==> config.mk <==
export PLATFORM = sky130hd
export DESIGN_NAME = alu_unit
export DESIGN_NICKNAME = d
export VERILOG_FILES = /design/src/rtl/alu_unit_pkg.sv /design/src/rtl/alu_addsub.sv /design/src/rtl/alu_unit.sv
export SDC_FILE = /design/constraint.sdc
export NUM_CORES = 1
export LEC_CHECK = 0
export ABC_AREA = 1
export CORE_AREA = 2 2 80 98
export DETAILED_ROUTE_END_ITERATION = 12
export DIE_AREA = 0 0 82 100
export PLACE_DENSITY = 0.89
export SYNTH_ARGS = -nofsm -noshare
export SYNTH_HDL_FRONTEND = slang
export SYNTH_SLANG_ARGS = --single-unit
==> constraint.sdc <==
create_clock -name EN -period 0.8 [get_ports EN]
set_input_delay 0.12 -clock EN [delete_from_list [all_inputs] [get_ports EN]]
set_output_delay 0.12 -clock EN [all_outputs]
set_load 0.03 [all_outputs]
==> src/rtl/alu_unit_pkg.sv <==
// Shared ALU constants: default width, opcode encodings and flag bundle.
// Imported by every file of the ALU slice.
package alu_unit_pkg;

  localparam int ALU_WIDTH = 16;
  localparam int ALU_OP_W  = 4;

  typedef enum logic [ALU_OP_W-1:0] {
    ALU_AND   = 4'd0,
    ALU_ADD   = 4'd1,
    ALU_SUB   = 4'd2,
    ALU_OR    = 4'd3,
    ALU_XOR   = 4'd4,
    ALU_NOT   = 4'd5,
    ALU_SLL   = 4'd6,
    ALU_SRL   = 4'd7,
    ALU_SRA   = 4'd8,
    ALU_PASSB = 4'd9
  } alu_op_e;

  typedef struct packed {
    logic zero;
    logic negative;
    logic carry;
    logic overflow;
  } alu_flags_t;

endpackage

==> src/rtl/alu_addsub.sv <==
// Shared adder/subtractor: sub=1 computes a-b as a+~b+1.
// carry is the raw carry-out, so for subtract it means "no borrow".
module alu_addsub
  import alu_unit_pkg::*;
#(
  parameter int WIDTH = ALU_WIDTH
) (
  input  logic [WIDTH-1:0] a,
  input  logic [WIDTH-1:0] b,
  input  logic             sub,
  output logic [WIDTH-1:0] sum,
  output logic             carry,
  output logic             overflow
);

  logic [WIDTH-1:0] bx;
  logic [WIDTH:0]   full;

  always_comb begin
    bx   = sub ? ~b : b;
    full = {1'b0, a} + {1'b0, bx}
         + {{WIDTH{1'b0}}, sub};
  end

  assign sum   = full[WIDTH-1:0];
  assign carry = full[WIDTH];

  // Same-sign operands (after inversion) whose result flips sign.
  assign overflow = (a[WIDTH-1] == bx[WIDTH-1])
                 && (sum[WIDTH-1] != a[WIDTH-1]);

endmodule

==> src/rtl/alu_unit.sv <==
// Registered ALU: logic ops, shifter and result/flag registers.
// Result and flags appear one EN edge after operands are sampled.
module alu_unit
  import alu_unit_pkg::*;
#(
  parameter int WIDTH = ALU_WIDTH
) (
  input  logic                EN,
  input  logic                reset_n,
  input  logic [WIDTH-1:0]    A,
  input  logic [WIDTH-1:0]    B,
  input  logic [ALU_OP_W-1:0] ALUop,
  output logic [WIDTH-1:0]    Output,
  output logic                zero,
  output logic                negative,
  output logic                carry,
  output logic                overflow
);

  alu_op_e          op;
  logic [3:0]       sh;
  logic [WIDTH-1:0] as_sum;
  logic             as_c;
  logic             as_v;
  logic [WIDTH:0]   shl;
  logic [WIDTH:0]   shr;
  logic [WIDTH:0]   sra;

  logic [WIDTH-1:0] res_d, res_q;
  alu_flags_t       flg_d, flg_q;
  logic             c_d, v_d, valid;

  assign op = alu_op_e'(ALUop);
  assign sh = B[3:0];

  alu_addsub #(.WIDTH(WIDTH)) u_addsub (
    .a        (A),
    .b        (B),
    .sub      (op == ALU_SUB),
    .sum      (as_sum),
    .carry    (as_c),
    .overflow (as_v)
  );

  // Extra guard bit catches the last bit shifted out.
  always_comb begin
    shl = {1'b0, A} << sh;
    shr = {A, 1'b0} >> sh;
    sra = $signed({A, 1'b0}) >>> sh;
  end

  always_comb begin
    res_d = '0;
    c_d   = 1'b0;
    v_d   = 1'b0;
    valid = 1'b1;
    case (op)
      ALU_AND:   res_d = A & B;
      ALU_OR:    res_d = A | B;
      ALU_XOR:   res_d = A ^ B;
      ALU_NOT:   res_d = ~A;
      ALU_PASSB: res_d = B;
      ALU_ADD, ALU_SUB: begin
        res_d = as_sum;
        c_d   = as_c;
        v_d   = as_v;
      end
      ALU_SLL: begin
        res_d = shl[WIDTH-1:0];
        c_d   = shl[WIDTH];
      end
      ALU_SRL: begin
        res_d = shr[WIDTH:1];
        c_d   = shr[0];
      end
      ALU_SRA: begin
        res_d = sra[WIDTH:1];
        c_d   = sra[0];
      end
      default: valid = 1'b0;
    endcase
    flg_d.zero     = valid && (res_d == '0);
    flg_d.negative = valid && res_d[WIDTH-1];
    flg_d.carry    = c_d;
    flg_d.overflow = v_d;
  end

  always_ff @(posedge EN or negedge reset_n) begin
    if (!reset_n) begin
      res_q <= '0;
      flg_q <= '0;
    end else begin
      res_q <= res_d;
      flg_q <= flg_d;
    end
  end

  assign Output   = res_q;
  assign zero     = flg_q.zero;
  assign negative = flg_q.negative;
  assign carry    = flg_q.carry;
  assign overflow = flg_q.overflow;

endmodule

==> results of run 1 <==
-- per-layer routing --
metal | track usage (%) | GRT overflow
met5 | 33.33 | 0
met3 | 69.06 | 0
met4 | 90.77 | 65
met2 | 95.75 | 54
met1 | 80.81 | 0
-- cells by family after synthesis --
family / share of synthesized area [%]
buffers and inverters: 10.62
AOI/OAI and AO/OA: 12.27
adders and majority gates: 14.93
xor gates and xnor gates: 3.180
and+or+nand+nor: 47.64
DFF: 11.36
-- stage by stage --
stage | hold slack [ps] | setup TNS, ps | utilization [%]
after floorplan | -175.6 | -19350 | -
after global placement | 474.0 | -35220 | 82.89
after detailed placement | 484.9 | -38160 | 82.89
after CTS | 208.0 | -25620 | 92.82
-- timing repair --
action	in CTS
gates cloned	1
endpoints found under the hold margin	0
setup endpoints to repair	40
resized for setup	187
setup buffers	23
pin swaps	74
==> impl_metrics.ini, run 1 <==
[synth]
yosysMostFrequentCell = nand2_1
syn-num-nets = 875
seq_area_frac_synth_pct = 11.36
ys_ff_latch = 20
synth_warnings = 0
synth-async-reset-ratio_pct = 100.0
synth_top_area_share_pct = 21.47
syn_area_um2 = 4407
yosys.area.top_type = nand2_1
synth_edf_count = 0
synth_cell_types = 36
synth_area_per_cell_um2 = 5.614
ys_top_cells_by_count = nand2_1, nand3_1, nor2_1
synthCells = 785
synth.area.top_cells = nand2_1, nand3_1, ha_1
synth-main-ff-cell = dfrtp_1

[floorplan]
initial_core_util_pct = 59.90
rows = 35
io_pins = 58
die_h_um = 100
fp.dieW_um = 82

[clocking]
ctsHoldBuffers = 0
cts_max_level = 1
cts_buffer_depth = 2
cts.sinks = 20
root_buffer = clkbuf_8
cts_buffers = 3

[placed_design]
preCtsSetupSlack_ps = -2264
dp.cells = 1054
portBuffers = 57
dp_hpwl_mm = 15.32
dpl_cell_area_um2 = 6098
gp_congestion = 1.165

[global_route]
grt_pass1_vias = 8766
grt_max_degree = 40
grt_first_pass_wirelength_mm = 50.60
grt_overflow = 119
track_usage_pct = 82.92

[outcome]
stop_error = [ERROR GRT-0116] Global routing finished with congestion. Check the congestion regions in the DRC Viewer.
lastStage = 5_1_grt
outcome = did not finish
==> run 2: changes to the inputs <==
CORE_AREA = 2 2 108 110   (was 2 2 80 98)
DIE_AREA = 0 0 110 112   (was 0 0 82 100)
PLACE_DENSITY = unset   (was 0.89)
PLACE_DENSITY_LB_ADDON = 0.15   (was unset)
==> run 2 against run 1 <==
Net effect:
- the flow now finishes, with violations (negative setup slack)
- synthesized cell count unchanged
- area after synthesis unchanged
==> impl_metrics.ini, run 2 <==
[setup_path]
worstPathRequired_ps = 980
crit_arrival_ps = 2430
critPathLaunchType = input pin
crit_type = input pin to register
crit_end = zero
setup.worst_path.start = ALUop[2]
end_kind = register
path_max_fanout = 4

[global_route]
grt_pass1_vias = 6091
grt_overflow = 0
grt_max_degree = 40
grt_first_pass_wirelength_mm = 31.82
track_usage_pct = 33.35
antenna_found_initial = 0

[sta]
slew_viol_final = 0
worstMarginPinSlew_ps = 696.9
finalHoldViolCount = 0
setup_viol = 40
max_slew_margin_pct = 53.37
finalCritPeriodShare_pct = 281.5
rsz0062_at_grt = true
fin_ws_ps = -1452
fin_crit_ps = 2252
fmax_mhz = 444.1

[synth]
yosys.area.top_type = nand2_1
ys_ff_latch = 20
synth_warnings = 0
synth-main-ff-cell = dfrtp_1
synth_top_area_share_pct = 21.47
synth_cell_types = 36
synth_area_per_cell_um2 = 5.614
synth-async-reset-ratio_pct = 100.0
syn_area_um2 = 4407
seq_area_frac_synth_pct = 11.36
synthCells = 785
ys_top_cells_by_count = nand2_1, nand3_1, nor2_1
synth_edf_count = 0
synth.area.top_cells = nand2_1, nand3_1, ha_1
syn-num-nets = 875
yosysMostFrequentCell = nand2_1

[power_and_ir_drop]
peakVddDrop_mv = 1.431
powerDensity_nw_per_um2 = 972.9
total_power_mw = 7.614
cellLeakagePower_nw = 4.053

[worst_hold_path]
hold_path.class = input pin to asynchronous set/reset pin

[route]
drc = 0
firstDrtPassIters = 6
wl_per_cell_um = 18.60
drt_iter0_markers = 543
via_per_inst = 5.515
ant_nets = 0
num_vias = 6524
wl_mm = 22.00

[floorplan]
io_pins = 58
die_h_um = 112
initial_core_util_pct = 39.44
rows = 39
core_area_um2 = 11170
die-area_um2 = 12320
fp.dieW_um = 110

[job]
cap_violations = 0

[final_layout]
insertedDiodeCount = 0
syn2layout_area_growth_pct = 77.60
largest_reg_flops = 16
layout_common_cells = nand2_1, buf_4, nand3_1
utilization_pct = 70.04
fin_nets = 1132
final_common_cell = nand2_1
nFillCells = 957
drive_gt1_share_pct = 40.10
final_cells = 1183

[placed_design]
dp.cells = 1139
gp_congestion = 1.047
portBuffers = 57
dp_hpwl_mm = 16.34
preCtsSetupSlack_ps = -2155

[clocking]
cts_max_level = 1
clkSlewWorstSetupHoldPaths_ps = 50
root_buffer = clkbuf_16
ctsHoldBuffers = 0
cts_tree = done
cts_buffer_depth = 2
cts.sinks = 20
cts_buffers = 3

[outcome]
outcome = finished with violations
violations = negative setup slack
==> run 2: cell counts after synthesis <==
No cell type changed its count.
==> run 2: worst min-delay path by stage <==
| stage | slack (ps) | startpoint | endpoint | cells after the start |
|---|---|---|---|---|
| finish | 220 | reset_n | Output[9] | 2 |
| global route | 230 | reset_n | overflow | 2 |
| CTS | 230 | reset_n | Output[9] | 2 |
| detailed placement | 480 | reset_n | Output[9] | 2 |
| global placement | 480 | reset_n | Output[11] | 2 |
| floorplan | -180 | reset_n | Output[0] | 0 |
==> run 2: power breakdown <==
part           total (mW)  switching (mW)  internal [mW]
sequential           1.21          0.0649           1.14
clock               0.996           0.338          0.658
combinational        5.41            2.96           2.45
total                7.61            3.37           4.25
==> run 2: area by class of cell <==
cell class,count,area (um^2),area share (%)
Clock buffer,3,75.07,0.9592
Inverter,81,325.3,4.157
Multi-Input combinational cell,658,4309,55.06
Sequential cell,20,500.5,6.395
Tap cell,143,178.9,2.286
Timing Repair Buffer,278,2437,31.14
==> run 2: repair_timing <==
item	4_1_cts	5_1_grt
endpoints found under the setup margin	40	40
pin swaps	71	88
resized for setup	160	125
cloned	1	2
buffers inserted	16	27
hold endpoints to repair	0	0
==> run 2: kinds of logic (layout without fill, tap and decap cells) <==
family	after synthesis	count (layout)	share of synthesized area [%]
AO/OA/AOI/OAI	93	93	12.27
XOR/XNOR	16	16	3.180
adder cells (fa/ha/maj)	52	52	14.93
buffers and inverters	109	362	10.62
flip-flops	20	20	11.36
AND/OR/NAND/NOR	495	497	47.64
==> run 2: stage by stage <==
| stage | TNS [ps] | area [um^2] | hold WS (ps) |
|---|---|---|---|
| 2_1_floorplan | -19350 | 4561 | -175.6 |
| 3_3_place_gp | -36960 | 6455 | 477.2 |
| 3_5_place_dp | -37850 | 6455 | 479.9 |
| 4_1_cts | -24110 | 7062 | 228.1 |
| 5_1_grt | -27400 | 7826 | 232.4 |
| 6_report | -25590 | 7826 | 218.4 |
==> run 2: critical path, cell delays in order <==
cell	delay [ps]
buf_8	100
nor2_4	170
buf_6	140
nand2_8	90
xor2_4	170
fa_2	400
nand3_2	120
nand3_4	110
o21ai_1	160
a21oi_1	90
nor2_1	130
nand2_2	100
nor2_2	110
nand2_1	80
nor2_1	120
nand3_1	90
nor2_1	110
==> run 2: per-layer routing <==
metal | track usage (%) | routed length (um) | vias up
met5 | 0 | 0 | -
met4 | 10.89 | 945 | 0
met3 | 1.874 | 1672 | 60
met2 | 56.32 | 10540 | 340
met1 | 44.83 | 8846 | 3044
li1 | - | - | 3080
Note: power is estimated with default switching activity, not from simulation.
==> run 3: changes to the inputs <==
CORE_AREA = 2 2 110 112   (was 2 2 108 110)
DIE_AREA = 0 0 112 114   (was 0 0 110 112)
SYNTH_HIERARCHICAL = 1   (was unset)
==> run 3 against run 2 <==
Net effect:
- clock-buffer cell count grew 1
- sequential power hardly changed
- synthesized cell count up 3.1%
- the flow still finishes with violations (negative setup slack)
- area after synthesis is 3.0% higher
- die area up 3.6%
- largest cell class unchanged
==> impl_metrics.ini, run 3 <==
[synth]
seq_area_frac_synth_pct = 11.03
ys_ff_latch = 20
synth_cell_types = 39
yosys.area.top_type = nand2_1
synth_adder_area_share_pct = 14.23
syn_area_um2 = 4537
synth_top_family_by_area = simple AND/OR/NAND/NOR gates
synth.area.top_cells = nand2_1, nand3_1, ha_1
synthMuxAreaShare_pct = 0
synth-async-reset-ratio_pct = 100.0
synth_area_per_cell_um2 = 5.608
synth-main-ff-cell = dfrtp_1
ys_top_cells_by_count = nand2_1, nand3_1, nor2_1
synth_top_area_share_pct = 21.43
synth_edf_count = 0
synth-compound-area-share_pct = 9.129
synth_simple_gate_area_share_pct = 49.20
synthCells = 809
synth_warnings = 6
yosysMostFrequentCell = nand2_1
syn-num-nets = 898
synth_xor_area_share_pct = 5.378

[sta]
finalCritPeriodShare_pct = 312.8
slew_viol_final = 0
rsz0062_at_grt = true
fmax_mhz = 399.7
max_slew_margin_pct = 32.43
whs_ps = 233.8
worstMarginPinSlew_ps = 1010
finalHoldViolCount = 0
finalSetupTns_ps = -29270
fin_crit_ps = 2502
setup_viol = 40
fin_ws_ps = -1702

[setup_path]
worst_path_max_delay_cell = ha_4
path_buf_inv = 3
cp.depth = 20
worstPathRequired_ps = 980
cpMostUsedCell = nand3_1
crit_type = input pin to register
critPathLaunchType = input pin
end_kind = register
cp_top_family = simple AND/OR/NAND/NOR gates
path_max_fanout = 7
cp_cell_sequence = buf_8 -> inv_12 -> nand2_4 -> nor2_4 -> buf_12 -> xor2_2 -> ha_4 -> a21oi_2 -> o21ai_1 -> a31oi_1 -> xnor2_1 -> nand4_1 -> nand3_1 -> a21oi_1 -> nand3_1 -> nor2_2 -> nand3_1 -> nor2_2 -> nand2_1 -> nor2_1
crit_arrival_ps = 2680
max_stage_delay_ps = 250

[final_layout]
syn2layout_area_growth_pct = 66.96
insertedDiodeCount = 0
final_common_cell = nand2_1
utilization_pct = 64.68
design_area_um2 = 7575
drive_gt1_share_pct = 36.08
layout_common_cells = nand2_1, buf_4, nand3_1
final_cells = 1203
fin_nets = 1146
largest_reg_flops = 16

[clocking]
ctsHoldBuffers = 0
root_buffer = clkbuf_16
clkSlewWorstSetupHoldPaths_ps = 50
cts_max_level = 1
cts_tree = done
cts_buffers = 3
cts.sinks = 20
cts_buffer_depth = 2

[power_and_ir_drop]
powerDensity_nw_per_um2 = 986.4
peakVddDrop_mv = 1.934
cellLeakagePower_nw = 4.259
total_power_mw = 7.472

[route]
wl_mm = 21.09
drc = 0
via_per_inst = 5.214
ant_nets = 0
wl_per_cell_um = 17.53
num_vias = 6273
drt_iter0_markers = 462
firstDrtPassIters = 5

[worst_hold_path]
hold_path.class = input pin to asynchronous set/reset pin

[floorplan]
die_h_um = 114
rows = 40
initial_core_util_pct = 38.74
die-area_um2 = 12770
fp.dieW_um = 112
core_area_um2 = 11710
io_pins = 58

[outcome]
violations = negative setup slack
outcome = finished with violations

[global_route]
grt_overflow = 0
grt_max_degree = 37
antenna_found_initial = 0
track_usage_pct = 31.99
grt_pass1_vias = 6007
grt_first_pass_wirelength_mm = 32.00

[placed_design]
dp.cells = 1178
dpl_cell_area_um2 = 6695
preCtsSetupSlack_ps = -2554
gp_congestion = 0.9865
portBuffers = 57
dp_hpwl_mm = 17.11

[job]
cap_violations = 0
==> run 3: changes by cell type after synthesis, sizes merged, moves of 4 or more <==
cell	previous run	this run
xor2	16	23
inv	81	93
nand2	254	276
nor2	86	91
xnor2	0	4
o21ai	38	27
==> run 3: where the power goes <==
part	internal [mW]	switching [mW]
combinational	2.38	2.79
clock	0.760	0.333
sequential	1.15	0.0629
total	4.29	3.18
==> run 3: path summary, 6_finish.rpt <==
path                          start         end  slack, ps
setup / recovery           ALUop[2]        zero      -1700
hold / removal              reset_n  Output[13]        230
max in group asynchronous   reset_n       carry        440
min in group EN            ALUop[3]    overflow        460
==> run 3: what timing repair did <==
item,in CTS,in global routing
pin swaps,27,51
endpoints found under the setup margin,40,40
gates cloned,1,1
gates resized for setup,90,103
setup buffers,11,13
==> run 3: layout make-up <==
cell class	instances	area, um^2
Fill cell	1083	4136
Multi-Input combinational cell	668	4001
Timing Repair Buffer	271	2416
Sequential cell	20	500.5
Inverter	93	384.1
Tap cell	147	183.9
Clock buffer	4	88.84
==> run 3: per-layer routing <==
layer | track usage (%) | part of all wire, %
met5 | 0 | 0
met1 | 41.61 | 42
met4 | 13.58 | 5.2
met3 | 2.072 | 6.9
met2 | 55.23 | 46
==> run 3: logic make-up after synthesis <==
| family | Yosys count |
|---|---|
| DFF | 20 |
| AOI/OAI and AO/OA | 73 |
| adders and majority gates | 51 |
| and+or+nand+nor | 517 |
| buffers and inverters | 121 |
| xor gates and xnor gates | 27 |
==> run 4: changes to the inputs <==
CORE_AREA = 2 2 123 101   (was 2 2 110 112)
DIE_AREA = 0 0 125 103   (was 0 0 112 114)
==> run 4 against run 3 <==
Net effect:
- the run still ends with negative setup slack left
- sequential share of layout area fell by 0.26 points
- critical endpoint unchanged
- wire length down 2.7%
- sequential power hardly changed
- critical path depth rose by 3
- cell area grew 4.0%
==> impl_metrics.ini, run 4 (synthesis gave the netlist of run 3 again) <==
[final_layout]
final_cells = 1212
largest_reg_flops = 16
insertedDiodeCount = 0
final_common_cell = nand2_1
drive_gt1_share_pct = 39.25
syn2layout_area_growth_pct = 73.69
fin_nets = 1150
layout_common_cells = nand2_1, buf_4, nand3_1

[sta]
finalCritPeriodShare_pct = 326.6
setup_viol = 40
fmax_mhz = 382.7
slew_viol_final = 0
worstMarginPinSlew_ps = 912.0
finalHoldViolCount = 0
rsz0062_at_grt = true
fin_crit_ps = 2613
fin_ws_ps = -1813
max_slew_margin_pct = 38.97

[placed_design]
portBuffers = 57
dp.cells = 1178
dp_hpwl_mm = 16.00
gp_congestion = 0.9653

[outcome]
outcome = finished with violations
violations = negative setup slack

[floorplan]
io_pins = 58
core_area_um2 = 11800
die_h_um = 103
initial_core_util_pct = 38.44
die-area_um2 = 12880
fp.dieW_um = 125
rows = 36

[global_route]
grt_overflow = 0
grt_first_pass_wirelength_mm = 31.99
track_usage_pct = 31.41
grt_pass1_vias = 6177
antenna_found_initial = 0
grt_max_degree = 26

[route]
wl_mm = 20.52
num_vias = 6332
via_per_inst = 5.224
firstDrtPassIters = 5
drc = 0
drt_iter0_markers = 528
wl_per_cell_um = 16.93
ant_nets = 0

[job]
cap_violations = 0

[clocking]
cts_buffer_depth = 2
clkSlewWorstSetupHoldPaths_ps = 60
cts_max_level = 1
cts_tree = done
cts.sinks = 20
cts_buffers = 3
root_buffer = clkbuf_16

[power_and_ir_drop]
powerDensity_nw_per_um2 = 1033
cellLeakagePower_nw = 4.302
total_power_mw = 8.137
peakVddDrop_mv = 0.9090

[setup_path]
cpMostUsedCell = nor2_2
end_kind = register
worst_path_max_delay_cell = ha_1
max_stage_delay_ps = 300
crit_type = input pin to register
path_buf_inv = 5
crit_arrival_ps = 2800
cp_cell_sequence = buf_12 -> inv_12 -> nand2_8 -> nor2_4 -> buf_12 -> buf_8 -> xor2_1 -> ha_1 -> buf_4 -> nand2_2 -> nor2_2 -> nand4_1 -> nand3_2 -> xor2_1 -> nand2_1 -> nand3_2 -> nor2_2 -> nand3_1 -> nor2_2 -> nand2_1 -> nor2_1 -> nand2_1 -> nor2_2
critPathLaunchType = input pin
worstPathRequired_ps = 990
cp_top_family = simple AND/OR/NAND/NOR gates
path_max_fanout = 6

[worst_hold_path]
hold_path.class = input pin to asynchronous set/reset pin
==> run 4: worst paths after layout <==
| check | depth (start not counted) | from | to | slack, ps |
|---|---|---|---|---|
| setup / recovery | 23 | ALUop[2] | zero | -1810 |
| hold / removal | 2 | reset_n | Output[3] | 210 |
| max in group asynchronous | 2 | reset_n | Output[8] | 460 |
| min in group EN | 9 | ALUop[3] | zero | 550 |
==> run 4: per-stage QoR <==
stage	cell area (um^2)	TNS [ps]	util [%]	setup slack [ps]	hold slack [ps]
after global placement	6651	-44560	56.36	-2696	477.0
after detailed placement	6651	-45170	56.36	-2681	480.0
after CTS	7437	-30940	63.02	-1788	211.5
after floorplan	4669	-23680	-	-1580	-175.6
after global routing	7880	-33480	66.77	-2002	237.1
final	7880	-30770	66.77	-1813	206.4
==> run 4: final cells by class <==
class | instances | area, um^2
multi-input combinational | 668 | 4214
fill | 1052 | 3921
timing repair buffer | 275 | 2477
sequential | 20 | 500.5
inverter | 93 | 392.9
tap | 152 | 190.2
clock buffer | 3 | 75.07
clock inverter | 1 | 30.03
==> run 4: routing by layer <==
layer | global-route usage [%] | share of wire [%] | wire (um)
met1 | 45.61 | 47 | 9600
met3 | 1.972 | 6.7 | 1374
met2 | 52.51 | 45 | 9148
met5 | 0 | 0 | 0
met4 | 5.128 | 1.9 | 393
==> run 4: what timing repair did <==
action	in CTS	in global routing
hold buffers	0	0
buffers inserted	29	13
setup endpoints to repair	40	40
endpoints found under the hold margin	0	0
pin swaps	63	66
gates cloned	3	0
gates resized for setup	165	88
==> run 4: power breakdown <==
group	total, mW	switching, mW	internal (mW)
Sequential	1.21	0.0604	1.15
Combinational	5.56	2.95	2.61
Clock	1.37	0.381	0.993
==> edit 1: new RTL, flow settings as in run 4 <==
The package constant `ALU_WIDTH` goes from 16 to 12.
--- a/src/rtl/alu_unit_pkg.sv
+++ b/src/rtl/alu_unit_pkg.sv
@@ -2,7 +2,7 @@
 // Imported by every file of the ALU slice.
 package alu_unit_pkg;
 
-  localparam int ALU_WIDTH = 16;
+  localparam int ALU_WIDTH = 12;
   localparam int ALU_OP_W  = 4;
 
   typedef enum logic [ALU_OP_W-1:0] {
Ports: changed (resized A, B and Output); port bits go from 58 to 46. The function was not compared with the original's and may differ.
==> edit 1 against run 4 <==
The flow still finishes with violations (negative setup slack); core utilization shrank 16 points; setup slack gained 0.23 ns; power shrank 28%; global-route usage shrank 8.3 points; sequential cell count shrank 4; routed wire length shrank 27%; final area shrank 23%; synthesized area shrank 24%; largest cell class unchanged.
==> edit 1: results (changes against run 4) <==
- Yosys warning count: 6 (unchanged)
- GP Congestion: 0.942 (-2.4%)
- Sw frac: 0.406 (-0.0104)
- Pre-CTS setup slack: -2.35 ns (+0.331 ns)
- Nets: 891 (-23%)
- Outcome: finished with violations
- Initial DRC count: 329 (-38%)
- Critical Path Source: ALUop[3]
- Dpl hpwl: 12,100 um (-24%)
- Maximum vdd ir drop: 0.584 mV (-36%)
- Post-synthesis sequential area ratio: 0.116 (+0.00521)
- Largest cells by area after synthesis: nand2_1, nand3_1, ha_1, dfrtp_1, nor2_1
- Port Buffer Count: 45 (-21%)
- Worst EP arrival: 2.56 ns (-0.24 ns)
- Crit path capture: zero
- Worst-path clk slew: 0.05 ns
- Total track usage: 0.232 (-0.0825)
- HP Class: in2async
- Failing checks: negative setup slack
- Max reg flops: 12 (-4)
- Synthesized Nets: 686 (-24%)
- Crit-path slowest cell: ha_1
- Vias in the first global route: 4,545 (-26%)
- Global-route wire length before repair: 23,600 um (-26%)
- Via density: 4.86 (-6.9%)
- TNS Setup: -22.49 ns (+8.28 ns)
- Largest net degree at the start of global routing: 27 (+3.8%)
- Leakage: 3.34 nW (-22%)
- Final setup vio count: 32 (-20%)
- Layout cell share with drive strength beyond 1: 0.393 (+0.000491)
- Delay-heaviest family, CP: simple AND/OR/NAND/NOR gates
- Clk root buf: clkbuf_16
- Setup ws final: -1.59 ns (+0.227 ns)
- Drt wl/cell: 15.5 um (-8.6%)
- Max stage delay on crit path: 0.29 ns
- Post-synth top cells: nand2_1, nand3_1, nor2_1, inv_1, ha_1
- Number of library cell types mapped by synthesis: 36 (-7.7%)
- Worst rel slew slack: 0.570 (+0.180)
- Crit-path max FO: 6 (unchanged)
==> edit 1: repair_timing <==
action                                  4_1_cts  5_1_grt
pin swaps                                    36       41
setup buffers                                19       13
cloned                                        1        0
endpoints found under the setup margin       32       32
resized for setup                            89       76
==> edit 1: power by group through the flow <==
| stage | registers, mW | clock network, mW | logic, mW |
|---|---|---|---|
| after floorplan | 1.15 | 0 | 1.44 |
| after global placement | 0.945 | 0 | 3.16 |
| after detailed placement | 0.949 | 0 | 3.17 |
| after CTS | 0.956 | 1.09 | 3.52 |
| after global routing | 0.963 | 1.12 | 4.21 |
| final | 0.953 | 1.06 | 3.87 |
==> edit 1: kinds of logic (layout without fill, tap and decap cells) <==
logic type,Yosys count,in the layout,synth area share
simple gates,399,399,0.497
buf+inv,94,298,0.113
compound gates,51,51,0.0845
fa+ha+maj,38,38,0.139
xor+xnor,20,20,0.0505
flops,16,16,0.116
==> edit 1: worst min path at each step <==
stage          startpoint  cells after the start  slack, ns         end
3_3_place_gp      reset_n                      2       0.47    negative
3_5_place_dp      reset_n                      2       0.47  Output[11]
2_1_floorplan     reset_n                      0      -0.18   Output[0]
6_report          reset_n                      2       0.21   Output[5]
4_1_cts           reset_n                      2       0.21  Output[11]
5_1_grt           reset_n                      2       0.23   Output[4]
==> edit 1: layout make-up <==
type	instances	area, um^2
Tap cell	152	190
Inverter	73	283
Multi-Input combinational cell	508	3170
Fill cell	1215	5760
Clock buffer	4	88.8
Sequential cell	16	400
Timing Repair Buffer	221	1910
==> edit 1: routing by layer <==
layer  global-route usage  routed length, um
met5                    0                  0
met4               0.0641                257
met2                0.390               7010
met3               0.0223                772
met1                0.320               7040
==> edit 1: per-stage QoR <==
step | instance area [um^2] | util | power (mW) | cells
finish | 6050 | 0.512 | 5.89 | 974
global route | 6050 | 0.512 | 6.29 | 974
CTS | 5650 | 0.479 | 5.57 | 964
detailed placement | 5160 | 0.437 | 4.12 | 941
global placement | 5160 | 0.437 | 4.11 | 941
floorplan | 3550 | - | 2.59 | 618
==> edit 2: new RTL, flow settings as in run 4 <==
Without the edit above. Take the reset off `res_q` and load it in a clocked block of its own.
--- a/src/rtl/alu_unit.sv
+++ b/src/rtl/alu_unit.sv
@@ -87,12 +87,14 @@
 
   always_ff @(posedge EN or negedge reset_n) begin
     if (!reset_n) begin
-      res_q <= '0;
       flg_q <= '0;
     end else begin
-      res_q <= res_d;
       flg_q <= flg_d;
     end
+  end
+
+  always_ff @(posedge EN) begin
+    res_q <= res_d;
   end
 
   assign Output   = res_q;
Formal check against the unedited RTL: not equivalent (a bounded check fails within 4 cycles, from zero or initial values and one cycle with reset_n low).
==> edit 2 against run 4 <==
The run still ends with negative setup slack left; routed wire length up 4.6%; sequential cell count unchanged; core utilization up 1.3 points; final cell count up 1.2%; synthesized area down 1.8%; final area up 2.0%; setup slack worse by 0.024 ns; die area unchanged; power up 1.8%; largest cell class unchanged.
==> edit 2: results (changes against run 4) <==
- Outcome: finished with violations
- Failing checks: negative setup slack
- TNS Setup: -29.79 ns (+0.980 ns)
- Max stage delay on crit path: 0.27 ns (-0.03 ns)
- Syn_area_per_cell: 5.51 um^2 (-1.8%)
- Vias in the first global route: 6,399 (+3.6%)
- Fill cells: 1,022 (-2.9%)
- Post-synth ARST share: 0.200 (-0.800)
- GP Congestion: 1.00 (+3.6%)
- Worst rel slew slack: 0.286 (-0.104)
- Post-synth top flop: dfxtp_1
- Number of library cell types mapped by synthesis: 40 (+2.6%)
- Layout cell share with drive strength beyond 1: 0.431 (+0.0386)
- Post-synthesis sequential area ratio: 0.0943 (-0.0160)
- Pre-CTS setup slack: -2.73 ns (-0.0535 ns)
- Total track usage: 0.321 (+0.00707)
- Antenna diodes: 0 (unchanged)
- Maximum vdd ir drop: 0.636 mV (-30%)
- Via density: 5.30 (+1.4%)
- Setup ws final: -1.84 ns (-0.0239 ns)
- Drt wl/cell: 17.5 um (+3.4%)
- Global-route wire length before repair: 32,700 um (+2.1%)
- Worst EP arrival: 2.83 ns (+0.03 ns)
- Initial DRC count: 466 (-12%)
- Nets: 1,164 (+1.2%)
- Crit-path max FO: 8 (+2)
- Area after DPL: 6640 um^2 (-0.19%)
- Vias: 6,497 (+2.6%)
- Dpl hpwl: 16,200 um (+1.5%)
- Max reg flops: 16 (unchanged)
- Final setup vio count: 40 (unchanged)
- Largest cells by area after synthesis: nand2_1, nand3_1, ha_1, nor2_1, dfxtp_1
- Leakage: 4.42 nW (+2.7%)
-- edit 2: cell types whose count changed in the layout (fill, tap and decap cells not counted), sizes merged, moves of 6 or more --
cell	before	now
dfxtp	0	16
clkdlybuf4s50	20	12
buf	242	257
dlymetal6s2s	3	9
dfrtp	20	4
-- edit 2: what timing repair did --
item,CTS,global route
pin swaps,61,67
setup endpoints to repair,40,40
gates resized for setup,187,123
setup buffers,26,13
hold endpoints to repair,0,0
hold buffers,0,0
cloned,3,1
-- edit 2: routing by layer --
metal | up-vias | share of wire | global-route usage
li1 | 3122 | - | -
met1 | 3038 | 0.44 | 0.422
met2 | 288 | 0.46 | 0.548
met3 | 49 | 0.080 | 0.0535
met4 | 0 | 0.025 | 0.0949
met5 | - | 0 | 0
-- edit 2: final cells by class --
type                            count  area share
Timing Repair Buffer              289       0.321
Tap cell                          152      0.0237
Sequential cell                    20      0.0548
Clock inverter                      1     0.00374
Multi-Input combinational cell    668       0.539
Clock buffer                        3     0.00934
Inverter                           93      0.0481
-- edit 2: metrics by stage --
stage / utilization / hold slack (ns)
2_1_floorplan: - / -0.176
5_1_grt: 0.681 / 0.0700
6_report: 0.681 / 0.0631
4_1_cts: 0.632 / 0.0647
3_3_place_gp: 0.563 / 0.331
3_5_place_dp: 0.563 / 0.336
-- edit 2: kinds of logic (layout without fill, tap and decap cells) --
| family | after synthesis | in the layout | synth area share |
|---|---|---|---|
| buffers and inverters | 121 | 386 | 0.112 |
| xor gates and xnor gates | 27 | 27 | 0.0547 |
| AOI/OAI and AO/OA | 73 | 73 | 0.0929 |
| adders and majority gates | 51 | 51 | 0.145 |
| and+or+nand+nor | 517 | 517 | 0.501 |
| DFF | 20 | 20 | 0.0943 |
-- edit 2: final timing paths --
path / from / slack (ns) / endpoint
setup / recovery: ALUop[2] / -1.84 / zero
hold / removal: reset_n / 0.06 / overflow
max in group asynchronous: reset_n / 0.57 / carry
min in group EN: B[3] / 0.54 / Output[3]
-- edit 2: power breakdown --
part           switching (mW)  internal, mW  leakage (nW)
Sequential             0.0602          1.17         0.191
Clock                   0.407         0.994        0.0511
Combinational            3.03          2.63          4.17
Total                    3.49          4.79          4.42
-- edit 2: worst max-delay path, delay by kind of cell --
family | cells | cell delay, ns
AOI/OAI and AO/OA | 1 | 0.17
adders and majority gates | 1 | 0.27
xor gates and xnor gates | 2 | 0.28
and+or+nand+nor | 12 | 1.20
buffers and inverters | 7 | 0.75
